<file path="config.mk">
export PLATFORM = sky130hd
export DESIGN_NAME = instruction_fetch
export DESIGN_NICKNAME = d
export VERILOG_FILES = /design/src/rtl/instruction_fetch.sv
export SDC_FILE = /design/constraint.sdc
export NUM_CORES = 1
export LEC_CHECK = 0
export CAP_MARGIN = 20
export CORE_ASPECT_RATIO = 0.9
export CORE_MARGIN = 2
export CORE_UTILIZATION = 50
export DETAILED_ROUTE_END_ITERATION = 12
export MAX_ROUTING_LAYER = met4
export PLACE_DENSITY = 0.87
export SLEW_MARGIN = 30
export SYNTH_ARGS = -nofsm -noshare
export SYNTH_HDL_FRONTEND = slang
export SYNTH_SLANG_ARGS = --single-unit
export TNS_END_PERCENT = 20
</file>
<file path="constraint.sdc">
create_clock -name clk -period 5 [get_ports clk]
set_input_delay 1 -clock clk [delete_from_list [all_inputs] [get_ports clk]]
set_output_delay 1 -clock clk [all_outputs]
set_load 0.03 [all_outputs]
</file>
<file path="src/rtl/instruction_fetch.sv">
// Fetch stage: owns the PC and issues single-outstanding instruction reads.
// Redirects arriving mid-request mark the returned word for discard.
module instruction_fetch #(
    parameter int unsigned     XLEN     = 32,
    parameter logic [XLEN-1:0] RESET_PC = '0
) (
    input  logic            clk,
    input  logic            rst_n,
    input  logic            phase_fetch,
    input  logic            jump_taken,
    input  logic [XLEN-1:0] jump_target,
    output logic            imem_req,
    output logic [XLEN-1:0] imem_addr,
    input  logic            imem_ack,
    input  logic [31:0]     imem_rdata,
    output logic [31:0]     inst,
    output logic [XLEN-1:0] curr_pc_fd,
    output logic [XLEN-1:0] next_pc_fd,
    output logic            fetch_valid,
    output logic            stall_fetch
);

    localparam logic [31:0]     NOP  = 32'h0000_0013;
    localparam logic [XLEN-1:0] FOUR = XLEN'(4);

    typedef enum logic {
        IDLE,
        WAIT
    } state_t;

    state_t          state, state_d;
    logic [XLEN-1:0] pc, pc_d;
    logic            drop, drop_d;
    logic            req_d;
    logic [XLEN-1:0] addr_d;
    logic            capture;
    logic [XLEN-1:0] target;
    logic [XLEN-1:0] addr_inc;

    assign target      = {jump_target[XLEN-1:2], 2'b00};
    assign addr_inc    = imem_addr + FOUR;
    assign stall_fetch = (state == WAIT);

    always_comb begin
        state_d = state;
        pc_d    = pc;
        drop_d  = drop;
        req_d   = imem_req;
        addr_d  = imem_addr;
        capture = 1'b0;
        unique case (state)
            IDLE: begin
                if (jump_taken) begin
                    pc_d = target;
                end
                if (phase_fetch) begin
                    req_d   = 1'b1;
                    addr_d  = jump_taken ? target : pc;
                    state_d = WAIT;
                end
            end
            WAIT: begin
                if (imem_ack) begin
                    req_d   = 1'b0;
                    drop_d  = 1'b0;
                    state_d = IDLE;
                    // Stale word: keep the redirect PC, never fall through
                    if (jump_taken) begin
                        pc_d = target;
                    end else if (!drop) begin
                        pc_d    = addr_inc;
                        capture = 1'b1;
                    end
                end else if (jump_taken) begin
                    pc_d   = target;
                    drop_d = 1'b1;
                end
            end
            default: state_d = IDLE;
        endcase
    end

    always_ff @(posedge clk) begin
        if (!rst_n) begin
            state       <= IDLE;
            pc          <= RESET_PC;
            drop        <= 1'b0;
            imem_req    <= 1'b0;
            imem_addr   <= RESET_PC;
            inst        <= NOP;
            curr_pc_fd  <= RESET_PC;
            next_pc_fd  <= RESET_PC + FOUR;
            fetch_valid <= 1'b0;
        end else begin
            state       <= state_d;
            pc          <= pc_d;
            drop        <= drop_d;
            imem_req    <= req_d;
            imem_addr   <= addr_d;
            fetch_valid <= capture;
            if (capture) begin
                inst       <= imem_rdata;
                curr_pc_fd <= imem_addr;
                next_pc_fd <= addr_inc;
            end
        end
    end

endmodule

</file>
# [Word-level counts from Yosys, hierarchy flattened]
# Index checks and enable logic that the tools add are counted.
[op_classes] n_addsub=1 n_eq_ne=3 muxes=17 n_bitwise=1 n_reduce_logical=4
[op_table] operator="2-to-1 mux 32 bit" count=4
[op_table] operator="case mux 32 bit (2 select lines)" count=1
[op_table] operator="adder 32 x 3 -> 32 bit (second input constant)" count=1
[op_table] operator="2-to-1 mux 1 bit" count=10
[op_table] operator="AND reduction 2 bit" count=3
[op_table] operator="inequality test 2 bit (second input constant)" count=2
[op_table] operator="inequality test 4 bit (second input constant)" count=1
[op_table] operator="case mux 1 bit (2 select lines)" count=2
[op_table] operator="nonzero test 2 bit" count=1
[op_table] operator="NOT 1 bit" count=1
[word_totals] reg_bits=164 output_inout_bits=131

# [Logic depth before layout (Yosys ltp)]
# Gate-level depths: netlist of run 1.
[depth] ltp_word=5 ltp_mapped=7

# [Worst setup path after synthesis of run 1]
# No wires, ideal clock.
[synth_path] path_type="input port to flip-flop" start="input port imem_ack" end="register inst[17]" setup_ps=70 arrival_time_ps=2282 path_slack_ps=2647 stages=7 n_path_buf=3 cell_sequence="buf_2 > nand3b_1 > nor2_1 > buf_2 > buf_2 > nand2_1 > a21oi_1"
[synth_between] elab_chain_cells=2
[synth_lines] item="start: declaration" line_no="14" text="input logic imem_ack,"
[synth_lines] item="2-to-1 mux 1 bit" line_no="63" text="if (imem_ack) begin"
[synth_lines] item="2-to-1 mux 1 bit" line_no="51" text="unique case (state)"
[synth_lines] item="end signal: assignment" line_no="102" text="inst <= imem_rdata;"
[synth_lines] item="end: declaration" line_no="16" text="output logic [31:0] inst,"
# Every way passes these cells.
# A chain may end at the register's enable or synchronous reset.

# [Worst setup path after layout of run 1]
[layout_path] start="input port imem_ack" end="register curr_pc_fd[3]"
[layout_between] elab_chain_cells=2
[layout_lines] item="2-to-1 mux 1 bit" line_no="63"
[layout_lines] item="2-to-1 mux 1 bit" line_no="51"
[layout_lines] item="end signal: assignment" line_no="103" text="curr_pc_fd <= imem_addr;"
[layout_lines] item="end: declaration" line_no="17" text="output logic [XLEN-1:0] curr_pc_fd,"
# Every way passes these cells.

==> out/results.txt, run 1 <==
Cell Area, Synth: 6950 um2
GRT overflow: 0
Worst IR drop on VDD: 0.000233 V
Buf+Inv Stages, Crit Path: 2
Post-cts resize count: 0
Min Tclk post-route: 3.29 ns
Worst Tran Pin Value: 0.839 ns
Final setup margin: 1.71 ns
CP Capture Type: register
Critical path, cell by cell: clkdlybuf4s50_1 > and3b_1 > nand2_2 > buf_4 > nand2_1 > a21oi_1
Status: completed
Synth Area in Compound Gates: 20.8%
Total number of vias: 6931
CP max FO: 52
Maxcap violations: 0
Cell Rows: 40
Gp weighted congestion: 0.851
Main synth FF type: dfxtp_1
NumNets Final: 1084
CTS max path bufs: 2
Critical path's top delay family: simple AND/OR/NAND/NOR gates
Vias in the first global route: 6353
Starting DRT DRC Count: 747
Slowest CP cell: clkdlybuf4s50_1
Max Clock Skew: 0.0142 ns
Simple-Gate Fraction of Synth Area: 21.8%
Synth Warn #: 0
Clk sinks: 162
CP peak stage delay: 0.65 ns
Mean Syn Cell Area: 8.03 um2
Adder-cell share of the synthesized area: 0.180%
Final Cycle Share: 65.8%
Layout cells sized above 1: 5.56%
Post-synthesis xor/xnor area fraction: 2.52%
RSZ-0062 raised after global routing: no
Pre-CTS setup slack: 1.36 ns
WS Path Type: in -> reg
CTS tree: yes
Synthesis-stage register bit count: 162
Total Routing Usage GR: 29.3%
Hold Crit Start: curr_pc_fd[14]
Via density: 5.80
Hold-fix buffers, CTS: 0
Hold slack: 0.452 ns
Relative max-transition margin: 44.0%
Synth cell types: 55
Post-synth net total: 935
Area of the multi-input gates: 3380 um2
CTS clk-pin slew, worst paths: 0.06 ns
Ports: 200
Register Area: 3240 um2
Post-layout util: 70.6%
Tot Pwr: 3.22 mW
Die Span X: 128 um
Die Height: 116 um
CP startpoint kind: input pin
Worst hold path type: reg -> reg
Largest family of logic cells by synthesized area: simple AND/OR/NAND/NOR gates
Area Growth Syn to Fin: 36.9%
Worst EP required: 5.28 ns
Setup TNS: 0 ns
Fin. Hold Viols: 0
WL per Instance: 17.7 um
Starting Density: 51.6%
ANT nets after route: 0
Final wirelength: 21200 um
EDFF count, synth: 0
First drt pass iteration count: 5
Synthesized instance count: 865
Largest net degree at the start of global routing: 90
Asr flop ratio synth: 0%
Pwr/cell area: 339 nW/um2
Max-slew violation count: 0
Diode count: 0
Detail Placement HPWL: 13700 um
Core area: 13500 um2
Pleak: 3.31 nW
Max Freq: 0.304 GHz
CP arrival: 3.57 ns
Filler Cell Count: 1066
Residual DRC count: 0
Clk Latency, worst-skew pair: 0.43 ns
Multiplexer share of the synthesized area: 3.17%
Reg2reg start: stall_fetch
Port-buffer cells: 197
Cts bufs inserted: 17
First-pass GRT wire length: 32900 um
Root buffer cell: clkbuf_16
Antenna violations before repair: 0
Setup Buffers After CTS: 0
Setup violation total in the final timing report: 0
Die area: 14900 um2
Register area share after synthesis: 46.7%
Htree depth: 4
Crit path launch: imem_ack
[state kept, by name, indices dropped and copies added, names as in the netlist]
| register | count |
|---|---|
| pc | 32 |
| imem_req | 1 |
| curr_pc_fd | 32 |
| stall_fetch | 1 |
| fetch_valid | 1 |
| next_pc_fd | 30 |
| drop | 1 |
| inst | 32 |
| imem_addr | 32 |
[where the power goes]
part           internal [mW]  leakage, nW  switching, mW
combinational          0.179         1.68          0.239
clock                  0.869        0.309          0.515
sequential              1.35         1.32         0.0758
total                   2.39         3.31          0.830
[stage by stage]
| stage | std cells | area [um2] |
|---|---|---|
| 2_1_floorplan | 865 | 6950 |
| 3_3_place_gp | 1163 | 8880 |
| 3_5_place_dp | 1163 | 8880 |
| 4_1_cts | 1194 | 9510 |
| 5_1_grt | 1194 | 9510 |
| 6_report | 1194 | 9510 |
[routing by layer]
layer	global-route usage [%]	vias to the layer above	routed length, um
li1	-	3324	-
met1	38.2	3166	9040
met2	43.8	390	9600
met3	8.36	51	2070
met4	10.0	0	471
met5	-	-	0
[synthesized netlist by cell type (3+ instances only)]
library cell	n	area share, %
nand2_1	165	8.9
dfxtp_1	162	47
a21oi_1	130	9.4
nor2_1	66	3.6
o21ai_0	66	4.8
clkbuf_1	56	3.0
mux2i_1	22	3.2
nor3_1	16	1.2
a211oi_1	14	1.5
nand3_1	14	1.0
nand4_1	12	1.1
buf_2	11	0.79
nand2b_1	11	0.99
nor4_1	11	0.99
xnor2_1	10	1.3
xor2_1	10	1.3
a22oi_1	8	0.86
a31oi_1	6	0.54
and4_1	6	0.76
buf_4	6	0.65
inv_1	5	0.27
a221oi_1	4	0.50
a311oi_1	4	0.50
a211o_1	3	0.38
nand3b_1	3	0.32
o31a_2	3	0.43
[worst register-to-register path, stage by stage, from the launching register on]
cell and delay, ns:
dfxtp_1 0.62, and3b_1 0.65, nand2_2 0.57, buf_4 0.48, nand2_1 0.19, a21oi_1 0.07
[worst paths after layout]
| path | end | slack, ns | depth (start not counted) |
|---|---|---|---|
| max reg2reg | curr_pc_fd[3] | 2.27 | 5 |
| max | curr_pc_fd[3] | 1.71 | 6 |
| min | curr_pc_fd[14] | 0.45 | 2 |
| min reg2reg | curr_pc_fd[14] | 0.45 | 2 |
[cell families after synthesis]
family / count (synthesis)
compound gates: 254
xor+xnor: 20
fa+ha+maj: 1
buf+inv: 80
flops: 162
mux: 22
simple gates: 326
[final cells by class]
class	instances	share of cell area [%]
Tap cell	168	2.21
Clock buffer	21	4.95
Inverter	5	0.211
Multi-Input combinational cell	623	35.6
Sequential cell	162	34.1
Timing Repair Buffer	205	21.3
Clock inverter	10	1.64
[layout by cell type, fill, tap and decap left out, types with 3 or more instances in the layout]
master           Yosys  routed
clkdlybuf4s50_1      0     195
nand2_1            165     164
dfxtp_1            162     162
a21oi_1            130     130
o21ai_0             66      66
nor2_1              66      65
mux2i_1             22      22
clkbuf_16            0      17
nor3_1              16      16
nand3_1             14      14
a211oi_1            14      14
nand4_1             12      12
nor4_1              11      11
nand2b_1            11      11
xor2_1              10      10
xnor2_1             10      10
a22oi_1              8       8
buf_4                6       7
and4_1               6       6
a31oi_1              6       6
clkinv_2             0       5
inv_1                5       4
a311oi_1             4       4
a221oi_1             4       4
bufinv_16            0       4
nand3b_1             3       3
o31a_2               3       3
a211o_1              3       3
clkbuf_8             0       3
(Power assumes the default switching activity.)
==> run 2, diff against run 1 <==
--- a/config.mk
+++ b/config.mk
@@ -8,10 +8,10 @@
 export CAP_MARGIN = 20
 export CORE_ASPECT_RATIO = 0.9
 export CORE_MARGIN = 2
-export CORE_UTILIZATION = 50
+export CORE_UTILIZATION = 43
 export DETAILED_ROUTE_END_ITERATION = 12
 export MAX_ROUTING_LAYER = met4
-export PLACE_DENSITY = 0.87
+export PLACE_DENSITY = 0.8
 export SLEW_MARGIN = 30
 export SYNTH_ARGS = -nofsm -noshare
 export SYNTH_HDL_FRONTEND = slang
==> constraint.sdc (replaced) <==
create_clock -name clk -period 2.98 [get_ports clk]
set_input_delay 0.596 -clock clk [delete_from_list [all_inputs] [get_ports clk]]
set_output_delay 0.596 -clock clk [all_outputs]
set_load 0.03 [all_outputs]
==> run 2 against run 1 <==
Against the previous run:
- combinational power grew 81%
- cell area up 1.8%
- die area rose by 16%
- setup slack got worse by 1.2 ns
- clock power grew 48%
- critical endpoint is now stall_fetch
- largest cell class unchanged
- largest power group unchanged
==> out/results.txt, run 2 (synthesized netlist as in run 1, its figures left out) <==
Pre-CTS setup slack: 0.569 ns (was 1.36 ns)
Max Freq: 0.413 GHz
Antenna violations before repair: 0 (unchanged)
Area of the multi-input gates: 3380 um2 (unchanged)
Cts bufs inserted: 17 (unchanged)
Diode count: 0 (unchanged)
Clk sinks: 162 (unchanged)
Hold-fix buffers, CTS: 0 (unchanged)
Residual DRC count: 0 (unchanged)
Slowest CP cell: clkdlybuf4s50_1 (unchanged)
Post-cts resize count: 0 (unchanged)
Levels on crit path: 1 (was 6)
Pwr/cell area: 533 nW/um2 (was 339 nW/um2)
Detail Placement HPWL: 14800 um (was 13700 um)
Ports: 200 (unchanged)
Layout cells sized above 1: 7.43% (was 5.56%)
Worst EP required: 2.38 ns (was 5.28 ns)
R2R cell count: 6 (was 5)
Buf+Inv Stages, Crit Path: 1 (was 2)
Fin. Hold Viols: 0 (unchanged)
CP Capture Type: output pin (was register)
Pleak: 3.39 nW (was 3.31 nW)
CTS tree: yes (unchanged)
Vias in the first global route: 6375 (was 6353)
Setup Buffers After CTS: 0 (unchanged)
WS Path Type: reg -> out (was in -> reg)
Final wirelength: 22000 um (was 21200 um)
CTS max path bufs: 2 (unchanged)
Total Routing Usage GR: 26.0% (was 29.3%)
Relative max-transition margin: 55.7% (was 44.0%)
CP arrival: 1.83 ns (was 3.57 ns)
Cell Rows: 44 (was 40)
Root buffer cell: clkbuf_16 (unchanged)
WL per Instance: 17.5 um (was 17.7 um)
CP max FO: 13 (was 52)
Via density: 5.53 (was 5.80)
CP peak stage delay: 0.77 ns (was 0.65 ns)
First drt pass iteration count: 6 (was 5)
Max Clock Skew: 0.00943 ns (was 0.0142 ns)
Setup TNS: 0 ns (unchanged)
Commonest non-fill, non-tap cell in the layout: clkdlybuf4s50_1 (unchanged)
CP startpoint kind: register (was input pin)
Die area: 17200 um2 (was 14900 um2)
FF-to-FF setup slack: 0.69 ns (was 2.27 ns)
Clk Latency, worst-skew pair: 0.43 ns (about the same)
Total number of vias: 6947 (was 6931)
Port-buffer cells: 197 (unchanged)
Starting DRT DRC Count: 601 (was 747)
Starting Density: 43.5% (was 51.6%)
Worst Tran Pin Value: 0.662 ns (was 0.839 ns)
Status: completed (unchanged)
Number of cells on the worst hold path: 2 (unchanged)
Die Span X: 138 um (was 128 um)
Core area: 16000 um2 (was 13500 um2)
First-pass GRT wire length: 33800 um (was 32900 um)
Gp weighted congestion: 0.901 (was 0.851)
CTS clk-pin slew, worst paths: 0.06 ns (about the same)
Register Area: 3240 um2 (unchanged)
Largest net degree at the start of global routing: 96 (was 90)
Maxcap violations: 0 (unchanged)
Max-slew violation count: 0 (unchanged)
GRT overflow: 0 (unchanged)
Die Height: 125 um (was 116 um)
Critical path, cell by cell: clkdlybuf4s50_1 (was clkdlybuf4s50_1 > and3b_1 > nand2_2 > buf_4 > nand2_1 > a21oi_1)
NumNets Final: 1107 (was 1084)
Worst hold path type: reg -> reg (unchanged)
Final setup margin: 0.557 ns (was 1.71 ns)
Filler Cell Count: 1461 (was 1066)
Area Growth Syn to Fin: 39.3% (was 36.9%)
Min Tclk post-route: 2.42 ns
Worst IR drop on VDD: 0.000377 V (was 0.000233 V)
Htree depth: 4 (unchanged)
RSZ-0062 raised after global routing: no (unchanged)
Final Cycle Share: 81.3%
Critical path's top delay family: buffers and inverters (was simple AND/OR/NAND/NOR gates)
ANT nets after route: 0 (unchanged)
Most frequent cells in the layout: clkdlybuf4s50_1, nand2_1, dfxtp_1 (unchanged)
Setup violation total in the final timing report: 0 (unchanged)
==> run 2: cell types whose count changed in the layout (fill, tap and decap cells not counted), sizes merged <==
cell and delta:
bufinv -3, buf +23, clkinv +1, clkbuf +1, clkinvlp +2
==> run 2: final cells by class <==
class	count	area share, %
Sequential cell	162	33.5
Timing Repair Buffer	228	23.1
Inverter	5	0.207
Multi-Input combinational cell	623	35.0
Clock buffer	22	4.69
Clock inverter	10	0.892
Tap cell	207	2.68
==> run 2: routing by layer <==
layer	wire, um	vias to the layer above	GRT usage [%]
li1	-	3358	-
met1	9390	3219	33.5
met2	9960	328	39.7
met3	2070	42	6.84
met4	563	0	8.40
met5	0	-	-
==> run 2: power breakdown <==
group          switching (mW)  total, mW  internal [mW]
combinational           0.428      0.756          0.328
sequential              0.104       2.36           2.26
clock                   0.873       2.04           1.16
total                    1.40       5.15           3.75
==> run 2: path summary, 6_finish.rpt <==
kind,startpoint,endpoint
min reg2reg,inst[31],inst[31]
min,inst[31],inst[31]
max,stall_fetch,stall_fetch
max reg2reg,imem_addr[3],pc[22]
==> run 2: per-stage QoR <==
step,utilization [%],instance area [um2],instances,power (mW),hold slack [ns]
after global placement,57.2,9140,1225,3.14,0.441
after CTS,60.6,9680,1257,5.18,0.454
after global routing,60.6,9680,1257,5.34,0.471
after detailed placement,57.2,9140,1225,3.15,0.446
final,60.6,9680,1257,5.15,0.452
after floorplan,-,6950,865,2.80,0.436
==> RTL change 1, RTL diff (settings of run 2) <==
Set the parameter `XLEN` to 36 (it was 32).
--- a/src/rtl/instruction_fetch.sv
+++ b/src/rtl/instruction_fetch.sv
@@ -1,7 +1,7 @@
 // Fetch stage: owns the PC and issues single-outstanding instruction reads.
 // Redirects arriving mid-request mark the returned word for discard.
 module instruction_fetch #(
-    parameter int unsigned     XLEN     = 32,
+    parameter int unsigned     XLEN     = 36,
     parameter logic [XLEN-1:0] RESET_PC = '0
 ) (
     input  logic            clk,
Interface: changed (resized curr_pc_fd, imem_addr, jump_target and next_pc_fd); port bits go from 200 to 216. No check against the original RTL was run, so the function may have changed too.
==> RTL change 1 against run 2 <==
- sequential cell count increased by 16
- wire length increased by 5.3%
- synthesized area increased by 6.9%
- largest cell class is now flip-flops and latches
- non-clock buffer count increased by 13
- worst setup slack improved by 66 ps
- clock skew increased by 1.1 ps
- power increased by 12%
- cell area increased by 7.0%
==> RTL change 1: results <==
group,metric,value,unit
status,status,"finished, final reports clean",
finish,nNetsFinal,1159,
grt,grt_antenna_before_repair,1,
power,p_int,4218,uW
logic_synthesis,synth_fa_ha_area_frac,0.001685,
placement,pre_cts_ws,348.8,ps
power,ir_worst_vdd,0.0003985,V
worst_setup_path,crit_arrival,1760,ps
grt,grt_pass1_vias,6687,
logic_synthesis,synthMuxAreaShare,0.02965,
placement,place.gp.congestion,0.8153,
logic_synthesis,synth_commonest_cells,"nand2_1 (181), dfxtp_1 (178), a21oi_1 (121)",
sta,finalClockSkew,10.51,ps
worst_setup_path,cpPeakStageDelay,810,ps
power,clk-power,2360,uW
grt,grt_pass1_wl,36.04,mm
placement,io_buffers,213,
drt,drt_first_pass_iters,5,
placement,place_hpwl,15.76,mm
logic_synthesis,synth_top_flop_cell,"dfxtp_1",
power,fin_total_pwr,5755,uW
logic_synthesis,ys_seq_area_frac,0.4798,
worst_setup_path,critPathMaxFanout,9,
logic_synthesis,synth_compound_area_frac,0.2148,
finish,layout-drive-gt1-share,0.06648,
power,power_leakage,0.003642,uW
grt,grt.total_usage,0.2563,
power,combPwrFrac,0.141,
logic_synthesis,synthDistinctLibCells,53,
logic_synthesis,synth_area_leaders,"dfxtp_1 (48%), nand2_1 (9.1%), a21oi_1 (8.2%)",
drt,drt_iter0_drc,626,
drt,num_vias,7283,
## RTL change 1: final timing paths
| check | cells past startpoint | end | slack (ps) | startpoint |
|---|---|---|---|---|
| setup / recovery | 1 | imem_addr[31] | 620 | imem_addr[31] |
| hold / removal | 2 | inst[24] | 450 | inst[24] |
| setup reg to reg | 6 | pc[29] | 780 | imem_addr[17] |
| hold reg to reg | 2 | inst[24] | 450 | inst[24] |
## RTL change 1: metal layers
| metal | GRT usage | vias up | share of wire |
|---|---|---|---|
| met5 | - | - | 0 |
| met4 | 0.05999 | 0 | 0.0098 |
| met3 | 0.06624 | 20 | 0.087 |
| met2 | 0.3959 | 286 | 0.45 |
| met1 | 0.3384 | 3440 | 0.45 |
| li1 | - | 3537 | - |
## RTL change 1: layout make-up
type	instances	area, sq um
diodes	1	2.502
clock buffers	20	466.7
clock inverters	12	153.9
fillers	1431	6533
inverters	8	32.53
multi-input cells	639	3493
flip-flops and latches	178	3563
well taps	211	264.0
repair buffers	241	2382
==> RTL change 2, RTL diff (config.mk and constraints of run 2) <==
Made on the original files. Register the input `jump_target` before use. The logic sees it one clock later. The other inputs are not delayed to match.
--- a/src/rtl/instruction_fetch.sv
+++ b/src/rtl/instruction_fetch.sv
@@ -28,6 +28,12 @@
         WAIT
     } state_t;
 
+    logic [XLEN-1:0] jump_target_q;
+
+    always_ff @(posedge clk) begin
+        jump_target_q <= jump_target;
+    end
+
     state_t          state, state_d;
     logic [XLEN-1:0] pc, pc_d;
     logic            drop, drop_d;
@@ -37,7 +43,7 @@
     logic [XLEN-1:0] target;
     logic [XLEN-1:0] addr_inc;
 
-    assign target      = {jump_target[XLEN-1:2], 2'b00};
+    assign target      = {jump_target_q[XLEN-1:2], 2'b00};
     assign addr_inc    = imem_addr + FOUR;
     assign stall_fetch = (state == WAIT);
 
Function: changed (Yosys sat finds a counterexample within 4 cycles, from zero or initial values and one cycle with rst_n low).
==> RTL change 2 against run 2 <==
- worst setup slack worse by 0.87 ps
- power is 13% higher
- sequential cell count is 30 higher
- register-to-register slack better by 70 ps
- critical path type unchanged
- cell area is 6.2% higher
- fmax hardly changed
- sequential power is 19% higher
- synthesized area is 9.7% higher
- core utilization is 1.9 points lower
- non-clock buffer count is 12 lower
- wire length is 0.97% lower
- combinational power is 6.0% lower
==> RTL change 2: results <==
group,metric,value,unit
status,status,"finished, final reports clean",
logic_synthesis,ys_seq_area_frac,0.5044,
worst_setup_path,critPathMaxFanout,12,
grt,grt_max_degree,86,
worst_setup_path,rr_startpoint,"imem_addr[5]",
grt,grt.total_usage,0.2361,
drt,drt_iter0_drc,672,
grt,grt_pass1_vias,6327,
finish,fillers,1581,
cts,cts_inserted_buffers,17,
placement,place_hpwl,14.88,mm
finish,layout-drive-gt1-share,0.07021,
logic_synthesis,synthCells,884,
logic_synthesis,synthDistinctLibCells,57,
sta,finalClockSkew,9.430,ps
placement,place.gp.congestion,0.8312,
power,power_leakage,0.003581,uW
power,ir_worst_vdd,0.0004098,V
placement,place_inst,1262,
drt,wl_per_cell,16.82,microns
grt,grt_pass1_wl,33.38,mm
sta,tightest_slew,885.8,ps
drt,wl,21.76,mm
drt,drt_first_pass_iters,5,
drt,viasPerCell,5.328,
cts,post_cts_buffers,0,
worst_setup_path,r2r_cells,5,
min_path,min_from,"inst[27]",
-- RTL change 2: cell types whose count changed after synthesis, sizes merged, moves of 12 or more --
cell,run 2,this run
nor2,66,52
nand2b,11,23
o21ai,66,54
buf,19,37
clkbuf,56,40
dfxtp,162,192
-- RTL change 2: metal layers --
| metal | track usage | up-vias | share of wire |
|---|---|---|---|
| met2 | 0.3830 | 281 | 0.47 |
| met1 | 0.2912 | 3191 | 0.43 |
| li1 | - | 3392 | - |
| met5 | - | - | 0 |
| met4 | 0.07539 | 0 | 0.016 |
| met3 | 0.05725 | 30 | 0.089 |
-- RTL change 2: path summary, 6_finish.rpt --
| check | to | slack, ps |
|---|---|---|
| max | stall_fetch | 560 |
| min | inst[27] | 450 |
| max reg2reg | pc[31] | 760 |
| min reg2reg | inst[27] | 450 |
-- RTL change 2: cell type report --
cell class,instances,area share
clock inverters,13,0.01485
inverters,6,0.002312
clock buffers,19,0.04308
well taps,240,0.02921
repair buffers,216,0.2098
flip-flops and latches,192,0.3739
multi-input cells,608,0.3269
-- RTL change 2: logic make-up after synthesis --
group,Yosys count,synth area share
compound gates,251,0.1900
simple gates,318,0.2012
xor+xnor,20,0.02299
mux,18,0.02364
fa+ha+maj,1,0.001642
flops,192,0.5044
buf+inv,84,0.05616
-- RTL change 2: per-stage QoR --
step / hold slack, ps / total power [uW] / cell area (sq um) / util / worst slack (ps)
after global routing: 473.2 / 6038 / 10280 / 0.5876 / 474.7
after global placement: 440.1 / 3552 / 9686 / 0.5536 / 302.1
after detailed placement: 445.4 / 3567 / 9686 / 0.5536 / 270.8
after CTS: 455.5 / 5867 / 10280 / 0.5876 / 536.5
final: 453.1 / 5820 / 10280 / 0.5876 / 556.5
after floorplan: 436.4 / 3239 / 7620 / - / 1093
-- RTL change 2: power breakdown --
group | total [uW] | switching [uW] | internal (uW)
clock network | 2300 | 1030 | 1280
logic | 711 | 397 | 314
registers | 2800 | 124 | 2680
